--- src/rtl/mcu_port_pkg.sv ---
// Shared definitions for the FPGA-to-MCU nibble transmitter.
package mcu_port_pkg;

  localparam int NIBBLE_W            = 4;
  localparam int BYTE_W              = 8;
  localparam int SYNC_STAGES_DEFAULT = 2;

  // Transmitter states: each nibble walks SETUP -> REQ -> REL
  typedef enum logic [2:0] {
    IDLE,
    HI_SETUP,
    HI_REQ,
    HI_REL,
    LO_SETUP,
    LO_REQ,
    LO_REL
  } mcu_tx_state_t;

endpackage

--- src/rtl/mcu_tx_fifo.sv ---
// Circular result buffer with wrapping pointers and an explicit occupancy count.
// The head is read combinationally so the transmitter can pop and capture it
// in the same cycle.
module mcu_tx_fifo #(
  parameter int DEPTH = 4,
  parameter int WIDTH = 8
) (
  input  logic                     clock,
  input  logic                     reset_n,
  input  logic                     push,
  input  logic [WIDTH-1:0]         push_data,
  input  logic                     pop,
  output logic [WIDTH-1:0]         head,
  output logic [$clog2(DEPTH):0]   count,
  output logic                     full,
  output logic                     empty
);

  localparam int AW = $clog2(DEPTH);
  localparam logic [AW:0]   FULL_COUNT = (AW+1)'(DEPTH);
  localparam logic [AW:0]   COUNT_ONE  = (AW+1)'(1);
  localparam logic [AW-1:0] PTR_ONE    = AW'(1);

  logic [WIDTH-1:0] mem [DEPTH];
  logic [AW-1:0]    wr_ptr;
  logic [AW-1:0]    rd_ptr;
  logic             do_push;
  logic             do_pop;

  // A push while full is refused even if a pop frees a slot this cycle
  assign full    = (count == FULL_COUNT);
  assign empty   = (count == '0);
  assign do_push = push & ~full;
  assign do_pop  = pop & ~empty;
  assign head    = mem[rd_ptr];

  // Storage write; contents need no reset since count gates every read
  always_ff @(posedge clock) begin
    if (do_push) mem[wr_ptr] <= push_data;
  end

  // Pointer and occupancy bookkeeping; power-of-two depth lets pointers wrap
  always_ff @(posedge clock or negedge reset_n) begin
    if (!reset_n) begin
      wr_ptr <= '0;
      rd_ptr <= '0;
      count  <= '0;
    end else begin
      if (do_push) wr_ptr <= wr_ptr + PTR_ONE;
      if (do_pop)  rd_ptr <= rd_ptr + PTR_ONE;
      case ({do_push, do_pop})
        2'b10:   count <= count + COUNT_ONE;
        2'b01:   count <= count - COUNT_ONE;
        default: count <= count;
      endcase
    end
  end

endmodule

--- src/rtl/mcu_nibble_tx.sv ---
// Sends buffered result bytes to the MCU as two nibbles (high first), each
// framed by a four-phase tx_req/mcu_ack handshake.
module mcu_nibble_tx
  import mcu_port_pkg::*;
#(
  parameter int FIFO_DEPTH  = 4,
  parameter int SYNC_STAGES = SYNC_STAGES_DEFAULT
) (
  input  logic                          clock,
  input  logic                          reset_n,
  input  logic                          in_valid,
  input  logic [BYTE_W-1:0]             in_data,
  output logic                          in_ready,
  input  logic                          mcu_ack,
  output logic [NIBBLE_W-1:0]           port_d,
  output logic                          tx_req,
  output logic                          nibble_hi,
  output logic [$clog2(FIFO_DEPTH):0]   fifo_count
);

  logic [SYNC_STAGES-1:0] ack_sync;
  logic                   ack_s;

  mcu_tx_state_t          state;
  mcu_tx_state_t          state_next;
  logic [BYTE_W-1:0]      tx_byte;
  logic [BYTE_W-1:0]      tx_byte_next;
  logic [NIBBLE_W-1:0]    port_d_next;
  logic                   tx_req_next;
  logic                   nibble_hi_next;

  logic                   fifo_pop;
  logic [BYTE_W-1:0]      fifo_head;
  logic                   fifo_full;
  logic                   fifo_empty;

  mcu_tx_fifo #(
    .DEPTH (FIFO_DEPTH),
    .WIDTH (BYTE_W)
  ) u_fifo (
    .clock     (clock),
    .reset_n   (reset_n),
    .push      (in_valid),
    .push_data (in_data),
    .pop       (fifo_pop),
    .head      (fifo_head),
    .count     (fifo_count),
    .full      (fifo_full),
    .empty     (fifo_empty)
  );

  assign in_ready = ~fifo_full;

  // Bring the MCU acknowledge into the clock domain before the FSM looks at it
  always_ff @(posedge clock or negedge reset_n) begin
    if (!reset_n) ack_sync <= '0;
    else          ack_sync <= {ack_sync[SYNC_STAGES-2:0], mcu_ack};
  end

  assign ack_s = ack_sync[SYNC_STAGES-1];

  // State and registered link outputs; reset drops any byte in flight
  always_ff @(posedge clock or negedge reset_n) begin
    if (!reset_n) begin
      state     <= IDLE;
      tx_byte   <= '0;
      port_d    <= '0;
      tx_req    <= 1'b0;
      nibble_hi <= 1'b0;
    end else begin
      state     <= state_next;
      tx_byte   <= tx_byte_next;
      port_d    <= port_d_next;
      tx_req    <= tx_req_next;
      nibble_hi <= nibble_hi_next;
    end
  end

  // Handshake sequencing; port_d only changes on entry to a SETUP state
  always_comb begin
    state_next     = state;
    tx_byte_next   = tx_byte;
    port_d_next    = port_d;
    tx_req_next    = tx_req;
    nibble_hi_next = nibble_hi;
    fifo_pop       = 1'b0;
    case (state)
      IDLE: begin
        // A stuck-high ack means the MCU has not released yet; do not start
        if (!fifo_empty && !ack_s) begin
          fifo_pop       = 1'b1;
          tx_byte_next   = fifo_head;
          port_d_next    = fifo_head[BYTE_W-1:NIBBLE_W];
          nibble_hi_next = 1'b1;
          state_next     = HI_SETUP;
        end
      end
      HI_SETUP: begin
        tx_req_next = 1'b1;
        state_next  = HI_REQ;
      end
      HI_REQ: begin
        if (ack_s) begin
          tx_req_next = 1'b0;
          state_next  = HI_REL;
        end
      end
      HI_REL: begin
        if (!ack_s) begin
          port_d_next    = tx_byte[NIBBLE_W-1:0];
          nibble_hi_next = 1'b0;
          state_next     = LO_SETUP;
        end
      end
      LO_SETUP: begin
        tx_req_next = 1'b1;
        state_next  = LO_REQ;
      end
      LO_REQ: begin
        if (ack_s) begin
          tx_req_next = 1'b0;
          state_next  = LO_REL;
        end
      end
      LO_REL: begin
        if (!ack_s) state_next = IDLE;
      end
      default: state_next = IDLE;
    endcase
  end

endmodule
--- config.mk ---
export PLATFORM = sky130hd
export DESIGN_NAME = mcu_nibble_tx
export DESIGN_NICKNAME = d
export VERILOG_FILES = /design/src/rtl/mcu_port_pkg.sv /design/src/rtl/mcu_tx_fifo.sv /design/src/rtl/mcu_nibble_tx.sv
export SDC_FILE = /design/constraint.sdc
export NUM_CORES = 1
export LEC_CHECK = 0
export ABC_AREA = 1
export CAP_MARGIN = 20
export CORE_MARGIN = 1.5
export CORE_UTILIZATION = 35
export DETAILED_ROUTE_END_ITERATION = 8
export DONT_BUFFER_PORTS = 1
export PLACE_DENSITY_LB_ADDON = 0.2
export SLEW_MARGIN = 20
export SYNTH_ARGS = -nofsm -noshare
export SYNTH_HDL_FRONTEND = slang
export SYNTH_SLANG_ARGS = --single-unit
--- constraint.sdc ---
create_clock -name clock -period 5.5 [get_ports clock]
set_input_delay 1.1 -clock clock [delete_from_list [all_inputs] [get_ports clock]]
set_output_delay 1.1 -clock clock [all_outputs]
set_load 0.03 [all_outputs]
# --- Word-level counts from Yosys, hierarchy flattened ---
# Memories as Yosys holds them, arrays and structs flattened.
# Cells that the tools add are included.
totals:
  ff_bits: 22
  ram_bits: 32
  input_bits: 12
  wordCells: 66
  mem_count: 1
memory_table:
  columns: ["name", "words", "width", "rd", "rd_ports_with_merged_regs", "wr", "line_no", "rtl"]
  rows:
  - ["u_fifo.mem", 4, 8, 1, 0, 1, "mcu_tx_fifo.sv:24", "logic [WIDTH-1:0] mem [DEPTH];"]
classes:
  n_addsub: 4
  eq_ne: 15
  mux: 19
  n_bitwise: 4
  n_reduce_logical: 14
op_table:
  columns: ["op", "count"]
  rows:
  - ["$pmux W3 S7", 1]
  - ["$mux W3", 5]
  - ["$eq A3 B3 Y1 const B", 4]
  - ["$ne A2 B2 Y1 const B", 5]
  - ["$mux W4", 2]
  - ["$pmux W4 S2", 1]
  - ["$mux W1", 7]
  - ["$eq A3 B2 Y1 const B", 2]
  - ["$logic_not A3 Y1", 2]
  - ["$pmux W3 S2", 1]
  - ["$reduce_bool A2 Y1", 3]
  - ["$reduce_and A5 Y1", 1]
  - ["$add A2 B1 Y2 const B", 2]
  - ["$pmux W1 S2", 2]
  - ["$reduce_and A2 Y1", 2]
  - ["$reduce_or A2 Y1", 2]
  - ["$add A3 B1 Y3 const B", 1]
  - ["$eq A3 B1 Y1 const B", 1]
  - ["$reduce_and A3 Y1", 1]
  - ["$sub A3 B1 Y3 const B", 1]
  - ["$and A1 B1 Y1", 2]
  - ["$eq A2 B1 Y1 const B", 1]
  - ["$eq A2 B2 Y1 const B", 1]
  - ["$logic_not A1 Y1", 2]
  - ["other kinds (3)", 4]

# --- Logic depth before layout (Yosys ltp) ---
logic_depth:
  word_depth: 8
  depth_mapped: 10
  mapped_depth_nobuf: 10

# --- Modules after synthesis ---
# From an unflattened synthesis, not the netlist that was laid out.
unflattened:
  cells_unflattened: 247
  hier_area_um2: 2533.7
by_module_without_submodules:
  columns: ["module", "n_inst", "cells_each", "area_each_um2", "seq_area_each_um2"]
  rows:
  - ["mcu_tx_fifo", 1, 154, 1751.7, 1136.1]
  - ["mcu_nibble_tx", 1, 93, 782.0, 375.4]

# --- Worst setup path after synthesis ---
# Ideal clock, no wire load.
synth_timing:
  kind: "input -> register"
  from: "input in_valid"
  to: "register u_fifo.count[2]"
  arrival_time_ns: 2.161
  t_required_ns: 5.369
  path_slack_ns: 3.208
  cell_stages: 7
  path_cell_list: "nand2_2 ha_1 inv_1 fa_1 a21oi_1 o21ai_0 xor2_1"
synth_via:
  elab_chain_cells: 3
synth_rtl:
  columns: ["element", "line_no", "rtl"]
  rows:
  - ["from (decl)", "mcu_nibble_tx.sv:11", "input logic in_valid,"]
  - ["$and A1 B1 Y1 *", "mcu_tx_fifo.sv:33", "assign do_push = push & ~full;"]
  - ["$eq A2 B1 Y1 / $eq A2 B2 Y1 (equally long branches)", "mcu_tx_fifo.sv:51", "case ({do_push, do_pop})"]
  - ["$pmux W3 S2 / $reduce_bool A2 Y1 (equally long branches)", null, null]
  - ["to (signal assigned)", "mcu_tx_fifo.sv:52", "2'b10: count <= count + COUNT_ONE;"]
  - ["to (signal assigned)", "mcu_tx_fifo.sv:53", "2'b01: count <= count - COUNT_ONE;"]
  - ["to (signal assigned)", "mcu_tx_fifo.sv:54", "default: count <= count;"]
  - ["to (decl)", "mcu_tx_fifo.sv:14", "output logic [$clog2(DEPTH):0] count,"]
# Mark *: on every way between the ends. The rest lies on a longest branch, timed or not.
# A chain may end at the register's enable or synchronous reset.

# --- Worst setup path after layout ---
layout_timing:
  from: "register u_fifo.count[1]"
  to: "output in_ready"
layout_via:
  elab_chain_cells: 2
layout_rtl:
  columns: ["element", "line_no", "rtl"]
  rows:
  - ["$eq A3 B3 Y1", "mcu_tx_fifo.sv:31", "assign full = (count == FULL_COUNT);"]
  - ["$not A1 Y1", "mcu_nibble_tx.sv:52", "assign in_ready = ~fifo_full;"]
  - ["to (decl)", "mcu_nibble_tx.sv:13", "output logic in_ready,"]
# Every way passes these cells.

==> impl_metrics.csv <==
group,metric,value,unit
power,p_leak,1.08,nW
detailed_routing,drc,0,
timing,fin_skew,0.00793,ns
detailed_routing,ant_nets,0,
run,cap_violations,0,
die,die_w,86.7,um
global_routing,grt_use_met1,0.169,
power,power.switching,0.000644,W
synthesis,syn_avg_cell_area,10.8,um^2
synthesis,yosysUniqueCellTypes,25,
timing,max_freq,408,MHz
detailed_routing,vias,1464,
finish,finalNonFillerCells,323,
timing,rsz0062_at_grt,"false",
cts,clk_path_buf_depth,2,
cts,clock_sinks,54,
global_routing,grt_use_met2,0.207,
worst_hold_path,hold_path.class,"flip-flop to flip-flop",
power,switching_share,0.438,
cts,clock_tree.root_cell,"clkbuf_8",
place,placed_area,0.00250,mm^2
die,io_pins,22,
cts,cts_resized,0,
finish,fillCellCount,682,
finish,diodes,0,
synthesis,yosys-top-cells-area,"edfxtp_1, dfrtp_1, nand2_1",
detailed_routing,drtIter0Drc,69,
power,p_per_area,567,mW/mm^2
global_routing,grt_max_degree,23,
detailed_routing,wl_per_cell,13.4,um
place,portBuffers,0,
power,seq_power_share,0.500,
finish,layout_commonest_cell,"nand2_1",
cts,clkLatencyLatePin,0.31,ns
cts,cts_tree,"built",
global_routing,grt-busiest-layer,"met2",
cts,postCtsHoldBufs,0,
finish,drive_above_1_share,0.110,
timing,setup-tns-final,0,ns
die,start_util,0.361,
timing,period_needed,2.45,ns
detailed_routing,via_per_inst,4.53,
global_routing,grt.total_usage,0.130,
timing,max-slew-margin-rel,0.445,
synthesis,ys_warn_count,0,
cts,cts-buffers-inserted,5,
place,hpwlAfterDp,2.92,mm
worst_setup_path,arrival,1.35,ns
global_routing,use_met3,0.0352,
synthesis,synth_top_area_share,0.392,
synthesis,ys_seq_area_frac,0.617,
synthesis,synth_nets,244,
timing,period_share,0.446,
power,ir_worst_vdd,0.000154,V
worst_setup_path,required,4.40,ns
outcome,status,"complete, no violations",
detailed_routing,routed_wirelength,4.32,mm
synthesis,synth_area,0.00245,mm^2
finish,final_cell_mix,"nand2_1, edfxtp_1, dfrtp_1, nand3_1, nor2_1",
synthesis,synth_top_cell_by_area,"edfxtp_1",
finish,final_area,0.00259,mm^2
synthesis,synth-seq-cells,54,
global_routing,grt_pass1_vias,1480,
global_routing,antenna_found_initial,0,
finish,area_growth,5.77,%
power,combPwrFrac,0.350,
worst_setup_path,end_kind,"output pin",
timing,tightestPinTransition,0.829,ns
timing,slew_viol_final,0,
worst_setup_path,cp_max_fo,3,
die,placeableCoreArea,0.00679,mm^2
worst_setup_path,critical_path_class,"flip-flop to output pin",
die,num_rows,30,
finish,nNetsFinal,244,
cts,clkTransAtPathRegs,0.10,ns
place,placed_cells,315,
global_routing,grt_pass1_wl,7.27,mm
detailed_routing,first_pass_iters,4,
synthesis,synthCells,226,
place,gp_congestion,0.766,
timing,hold_viol,0,
timing,setup_viol,0,
worst_setup_path,setup.worst_path.start_class,"flip-flop",
power,power.share.clock,0.150,
die,die_h,86.7,um
global_routing,grt-ovfl-total,0,
power,internal_power,0.000826,W
cts,postCtsSetupBuffers,0,
cts,htree_levels,2,
die,die_area,0.00751,mm^2
## critical path, cell delays in order, from the launching register on
cell and delay [ns]:
dfrtp_1 0.55, inv_1 0.15, nand3_1 0.35
## power by group through the flow
stage                     clock network, W  logic (W)  registers (W)
final                             0.000221   0.000514       0.000735
after global routing              0.000249   0.000602       0.000755
after CTS                         0.000228   0.000525       0.000739
after detailed placement                 0   0.000523       0.000748
after global placement                   0   0.000516       0.000747
after floorplan                          0   0.000512       0.000669
## final timing paths
kind | from | end | slack [ns] | depth (start not counted)
max reg2reg | u_fifo.count[1]$_DFFE_PN0P_ | u_fifo.count[2]$_DFFE_PN0P_ | 3.06 | 9
max | u_fifo.count[1]$_DFFE_PN0P_ | in_ready | 3.05 | 2
min | ack_sync[0]$_DFF_PN0_ | ack_sync[1]$_DFF_PN0_ | 0.37 | 0
min reg2reg | ack_sync[0]$_DFF_PN0_ | ack_sync[1]$_DFF_PN0_ | 0.37 | 0
min in group asynchronous | reset_n | u_fifo.count[1]$_DFFE_PN0P_ | 0.48 | 0
max in group asynchronous | reset_n | u_fifo.wr_ptr[0]$_DFFE_PN0P_ | 4.95 | 0
## stage by stage
| stage | total power, W | setup slack [ns] | util | hold slack (ns) |
|---|---|---|---|---|
| after CTS | 0.00149 | 3.03 | 0.382 | 0.375 |
| after floorplan | 0.00118 | 3.21 | - | 0.331 |
| final | 0.00147 | 3.05 | 0.382 | 0.368 |
| after global routing | 0.00161 | 2.83 | 0.382 | 0.384 |
| after detailed placement | 0.00127 | 3.06 | 0.369 | 0.352 |
| after global placement | 0.00126 | 3.10 | 0.369 | 0.358 |
## routing by layer
layer / share of wire / up-vias
met5: 0 / -
met4: 0.015 / 0
met3: 0.043 / 7
met2: 0.46 / 30
met1: 0.48 / 686
li1: - / 741
## registers in the layout, summed over array words and instances (netlist names)
signal         flops
state              3
ack_sync           2
nibble_hi          1
tx_byte            4
u_fifo.rd_ptr      2
u_fifo.mem        32
port_d             4
u_fifo.count       3
tx_req             1
u_fifo.wr_ptr      2
## final cells by class
| class | count | area, um^2 | share of cell area |
|---|---|---|---|
| multi-input combinational | 145 | 795 | 0.306 |
| tap | 96 | 120 | 0.0463 |
| clock buffer | 5 | 68.8 | 0.0265 |
| clock inverter | 3 | 20.0 | 0.00772 |
| sequential | 54 | 1510 | 0.583 |
| inverter | 20 | 77.6 | 0.0299 |
## synthesized netlist by cell type, drive strengths merged
cell type / number
nand2: 72
xnor2: 1
nand4: 1
o21ai: 14
edfxtp: 32
dfrtp: 22
ha: 5
xor2: 3
inv: 19
clkinv: 1
fa: 1
nor2: 17
buf: 7
nand3: 22
o22ai: 4
a21oi: 5
## cells by family (layout without fill, tap and decap cells)
| group | Yosys count | after routing | synth area share |
|---|---|---|---|
| AOI/OAI and AO/OA | 23 | 23 | 0.0536 |
| and+or+nand+nor | 112 | 112 | 0.223 |
| xor gates and xnor gates | 4 | 4 | 0.0143 |
| buffers and inverters | 27 | 28 | 0.0592 |
| adders and majority gates | 6 | 6 | 0.0337 |
| DFF | 54 | 54 | 0.617 |
Power figures use the tool's default switching activity.
